### src/rtl/door_controller.sv
// door_controller: Moore FSM sequencing the elevator car door.
// Opens on arrival, holds open, closes, reopens on obstruction.
// Also provides the motion interlock and latches actuator/sensor faults.
// The cycle counter `cnt` is shared by the hold timer and the travel timeout.
module door_controller #(
    parameter int HOLD_CYCLES = 1000,
    parameter int MOVE_LIMIT  = 200,
    parameter int CNT_W       = 10
) (
    input  logic       clk,
    input  logic       rst_n,
    input  logic       open_req,
    input  logic       at_floor,
    input  logic       btn_open,
    input  logic       btn_close,
    input  logic       obstacle,
    input  logic       sens_open,
    input  logic       sens_closed,
    output logic       motor_open,
    output logic       motor_close,
    output logic [1:0] estado,
    output logic       door_closed_ok,
    output logic       fault
);

    typedef enum logic [2:0] {
        ST_CLOSED,
        ST_OPENING,
        ST_OPEN,
        ST_CLOSING,
        ST_FAULT
    } state_t;

    // Counter values at which the hold timer and the travel timeout expire.
    localparam logic [CNT_W-1:0] HOLD_LAST = CNT_W'(HOLD_CYCLES - 1);
    localparam logic [CNT_W-1:0] MOVE_LAST = CNT_W'(MOVE_LIMIT - 1);
    localparam logic [CNT_W-1:0] CNT_MAX   = '1;

    state_t           state;
    state_t           state_nxt;
    logic [CNT_W-1:0] cnt;
    logic             retrigger;
    logic             sens_conflict;
    logic             reopen_cause;

    // Both limit switches active at once means a broken sensor or wiring.
    assign sens_conflict = sens_open & sens_closed;

    // Anything that should keep the door open or push it back open.
    assign reopen_cause = obstacle | btn_open;

    // Next-state selection; retrigger restarts the hold timer while staying in OPEN.
    always_comb begin
        state_nxt = state;
        retrigger = 1'b0;
        if ((state != ST_FAULT) && sens_conflict) begin
            state_nxt = ST_FAULT;
        end else begin
            case (state)
                ST_CLOSED: begin
                    if (open_req || (btn_open && at_floor)) begin
                        state_nxt = ST_OPENING;
                    end else if (!sens_closed) begin
                        state_nxt = ST_CLOSING;
                    end
                end
                ST_OPENING: begin
                    if (sens_open) begin
                        state_nxt = ST_OPEN;
                    end else if (cnt == MOVE_LAST) begin
                        state_nxt = ST_FAULT;
                    end
                end
                ST_OPEN: begin
                    if (reopen_cause) begin
                        retrigger = 1'b1;
                    end else if (btn_close) begin
                        state_nxt = ST_CLOSING;
                    end else if (cnt == HOLD_LAST) begin
                        state_nxt = ST_CLOSING;
                    end
                end
                ST_CLOSING: begin
                    if (reopen_cause) begin
                        state_nxt = ST_OPENING;
                    end else if (sens_closed) begin
                        state_nxt = ST_CLOSED;
                    end else if (cnt == MOVE_LAST) begin
                        state_nxt = ST_FAULT;
                    end
                end
                ST_FAULT: begin
                    state_nxt = ST_FAULT;
                end
                default: begin
                    state_nxt = ST_FAULT;
                end
            endcase
        end
    end

    // State, shared counter and Moore outputs, all registered from the next state.
    always_ff @(posedge clk) begin
        if (!rst_n) begin
            state          <= ST_CLOSED;
            cnt            <= '0;
            motor_open     <= 1'b0;
            motor_close    <= 1'b0;
            estado         <= 2'b00;
            door_closed_ok <= 1'b1;
            fault          <= 1'b0;
        end else begin
            state <= state_nxt;
            if ((state_nxt != state) || retrigger) begin
                cnt <= '0;
            end else if (cnt != CNT_MAX) begin
                cnt <= cnt + CNT_W'(1);
            end
            case (state_nxt)
                ST_CLOSED: begin
                    motor_open     <= 1'b0;
                    motor_close    <= 1'b0;
                    estado         <= 2'b00;
                    door_closed_ok <= 1'b1;
                    fault          <= 1'b0;
                end
                ST_OPENING: begin
                    motor_open     <= 1'b1;
                    motor_close    <= 1'b0;
                    estado         <= 2'b10;
                    door_closed_ok <= 1'b0;
                    fault          <= 1'b0;
                end
                ST_OPEN: begin
                    motor_open     <= 1'b0;
                    motor_close    <= 1'b0;
                    estado         <= 2'b01;
                    door_closed_ok <= 1'b0;
                    fault          <= 1'b0;
                end
                ST_CLOSING: begin
                    motor_open     <= 1'b0;
                    motor_close    <= 1'b1;
                    estado         <= 2'b11;
                    door_closed_ok <= 1'b0;
                    fault          <= 1'b0;
                end
                default: begin
                    motor_open     <= 1'b0;
                    motor_close    <= 1'b0;
                    estado         <= 2'b00;
                    door_closed_ok <= 1'b0;
                    fault          <= 1'b1;
                end
            endcase
        end
    end

endmodule

### config.mk
export PLATFORM = sky130hd
export DESIGN_NAME = door_controller
export DESIGN_NICKNAME = d
export VERILOG_FILES = /design/src/rtl/door_controller.sv
export SDC_FILE = /design/constraint.sdc
export NUM_CORES = 1
export LEC_CHECK = 0
export ABC_CLOCK_PERIOD_IN_PS = 4200
export BUFFER_PORTS_ARGS = -buffer_cell sky130_fd_sc_hd__buf_4
export CAP_MARGIN = 20
export CORE_MARGIN = 3
export CORE_UTILIZATION = 58
export DETAILED_ROUTE_END_ITERATION = 8
export PLACE_DENSITY_LB_ADDON = 0.12
export SYNTH_ARGS = -nofsm -noshare
export SYNTH_HDL_FRONTEND = slang
export SYNTH_SLANG_ARGS = --single-unit
export TNS_END_PERCENT = 1
### constraint.sdc
create_clock -name clk -period 4.2 [get_ports clk]
set_input_delay 0.84 -clock clk [delete_from_list [all_inputs] [get_ports clk]]
set_output_delay 0.84 -clock clk [all_outputs]
set_load 0.005 [all_outputs]
==> flow_summary_export.csv <==
group,metric,value,unit
run_status,status,"complete, no violations",
global_routing,grt_pass1_vias,820,
sta,layout_min_cycle_time,2200,ps
worst_setup_path,worstPathArrival,2380,ps
detailed_routing,firstDrtPassIters,4,
sta,fin_crit_sh,0.523,
sta,setup_viol_count_final,0,
worst_setup_path,cp.buffers_inverters,1,
power,leakagePower,0.425,nW
logic_synthesis,yosysMostFrequentCell,"dfxtp_1",
power,swShare,0.288,
final_layout,syn_to_final_growth,14.9,%
floorplanning,coreArea,1540,µm²
worst_setup_path,start_kind,"primary input",
logic_synthesis,synth_common_cells,"dfxtp_1 (19), nand2_1 (11), nor3_1 (9), nor4_1 (7)",
detailed_routing,routed_wl,2.14,mm
placement,finalWeightedCongestion,0.859,
floorplanning,pin_count,15,
cts,clk_pin_slew_worst_paths,100,ps
floorplanning,start_util,0.634,
final_layout,final_cell_count_no_fill,142,
logic_synthesis,netlist_instances,109,
sta,rsz0062_at_grt,"no",
cts,clock_path_buffers,2,
power,power.share.clock,0.234,
cts,cts_tree,"yes",
logic_synthesis,yosysTopAreaCell,"dfxtp_1",
worst_setup_path,cp_common_cell,"nand2_1",
floorplanning,fp.dieArea,2210,µm²
global_routing,grt_overflow_total,0,
power,power.total,0.379,mW
final_layout,multi_input_area,582,µm²
worst_setup_path,cpPeakStageDelay,370,ps
global_routing,grt_usage,0.237,
floorplanning,rows,14,
placement,numPortBuffers,14,
detailed_routing,vias_per_cell,6.22,
cts,cts_sinks,19,
detailed_routing,vias,883,
min_path,min_path_cells,3,
power,seqPwrFrac,0.536,
cts,insertion_delay,290,ps
logic_synthesis,async_flop_share,0,
logic_synthesis,synth_seq_area_share,0.389,
logic_synthesis,synth_area_per_cell,8.97,µm²
min_path,hp-class,"reg -> reg",
worst_setup_path,cp-end-kind,"flip-flop",
final_layout,nets,137,
detailed_routing,detail_route.wl_per_cell,15.0,µm
sta,final.setup.tns,0,ps
final_layout,fill_cells,117,
worst_setup_path,crit_fanout,10,
logic_synthesis,ys_types,40,
logic_synthesis,synth_area,977,µm²
cts,cts_resized,0,
detailed_routing,ant_nets,0,
floorplanning,dieWidth,47.0,µm
job,cap_violations,0,
sta,worstMarginPinSlew,536,ps
cts,cts_hold_buf,0,
power,pwr-share-comb,0.229,
sta,hold_viol,0,
global_routing,grt_pass1_wl,3.69,mm
cts,clock-root-buffer,"clkbuf_4",
final_layout,insertedDiodeCount,0,
global_routing,antenna_found_initial,0,
global_routing,grt_max_degree,13,
sta,fmax,455,MHz
power,vdd.ir_drop.worst,0.277,mV
detailed_routing,drt_iter0_markers,38,
cts,cts_made_buffers,3,
worst_setup_path,critPathTopFamily,"simple AND/OR/NAND/NOR gates",
logic_synthesis,synth_edf_count,0,
logic_synthesis,synth_warnings,0,
sta,clock_skew,4.50,ps
power,p_per_area,338,nW/µm²
floorplanning,die_h,47.0,µm
logic_synthesis,synth_top_area_share,0.389,
placement,dp_hpwl,1.70,mm
sta,max_slew_margin,0.642,
worst_setup_path,rr_worst_depth,7,
logic_synthesis,synth_top_flop_cell,"dfxtp_1",
worst_setup_path,critPathRequiredTime,4390,ps
cts,cts_setup_buffers,0,
power,internal_power,0.270,mW
logic_synthesis,ys_top_cells_by_area,"dfxtp_1 (39%), nor3_1 (4.6%), nor4_1 (4.5%), nand2_1 (4.2%), o21ai_0 (3.1%)",
placement,dp_cells,138,
final_layout,regArea,380,µm²
worst_setup_path,crit_type,"in -> reg",
logic_synthesis,postSynthNetCount,119,
logic_synthesis,synth_seq_cells,19,
detailed_routing,drc,0,
worst_setup_path,cp_num_cells,7,
worst_setup_path,crit_chain,"buf_4 -> nand2_1 -> nand2_1 -> or3_1 -> o311a_4 -> xnor2_4 -> nor4b_1",
power,switching_power,0.109,mW
cts,cts_max_level,1,
worst_setup_path,critPathSlowestCell,"nor4b_1",
sta,maxSlewViolCount,0,
final_layout,drive_gt1_frac,0.246,
==> logic make-up after synthesis <==
family          Yosys count  synth area share
compound gates           21             0.161
xor+xnor                  4            0.0551
fa+ha+maj                 1            0.0128
buf+inv                   3            0.0154
flops                    19             0.389
mux                       2            0.0218
simple gates             59             0.344
==> worst reg2reg max path, stage by stage (launching register included) <==
cell and delay (ps):
dfxtp_1 390, ha_1 220, nand2_1 90, nor4_1 270, a21oi_1 130, o311a_4 410, xnor2_4 190, nor4b_1 370
==> registers in the layout, indices dropped and copies added, names as in the netlist <==
register,count
door_closed_ok,1
motor_open,1
state,3
fault,1
estado,2
motor_close,1
cnt,10
==> metal layers <==
metal / global-route usage / share of wire / wire length [µm] / vias up
met5: 0 / 0 / 0 / -
met4: 0.0663 / 0.0080 / 17 / 0
met3: 0.0460 / 0.060 / 128 / 2
met2: 0.377 / 0.48 / 1020 / 30
met1: 0.325 / 0.45 / 971 / 408
li1: - / - / - / 443
==> worst paths after layout <==
kind / from / to / slack [ps]
worst min-delay path: cnt[0] / cnt[0] / 610
worst max-delay path: sens_closed / cnt[1] / 2000
worst min register to register: cnt[0] / cnt[0] / 610
worst max register to register: cnt[0] / cnt[1] / 2020
==> cells in the final DEF, fill, tap and decap left out, drive strengths merged, types with 3 or more instances in the layout <==
master / n
or3: 3
nor3: 9
nand3: 3
nand4: 3
xnor2: 3
buf: 14
nor2: 6
nor4: 7
and2: 3
o21ai: 8
nor2b: 4
clkbuf: 3
a21oi: 4
dfxtp: 19
nand2: 11
==> cell type report <==
class                   instances  share of cell area
clock buffers                   3              0.0201
multi-input cells              87               0.518
repair buffers                 14              0.0936
well taps                      16              0.0178
flip-flops and latches         19               0.339
clock inverters                 1             0.00446
inverters                       2             0.00669
==> power by group through the flow <==
stage | logic (mW) | clock network, mW | registers, mW
after floorplan | 0.0636 | 0 | 0.202
after detailed placement | 0.0869 | 0 | 0.207
final | 0.0870 | 0.0889 | 0.203
after CTS | 0.0873 | 0.0903 | 0.203
after global routing | 0.0963 | 0.102 | 0.205
after global placement | 0.0845 | 0 | 0.207
==> stage by stage <==
stage	utilization	instance area (µm²)	hold WS [ps]	worst slack, ps
floorplan	-	977	529	2040
global placement	0.710	1090	563	1770
detailed placement	0.710	1090	586	1690
CTS	0.728	1120	603	1990
global route	0.728	1120	647	1890
finish	0.728	1120	607	2000
Note: power is estimated with default switching activity, not from simulation.
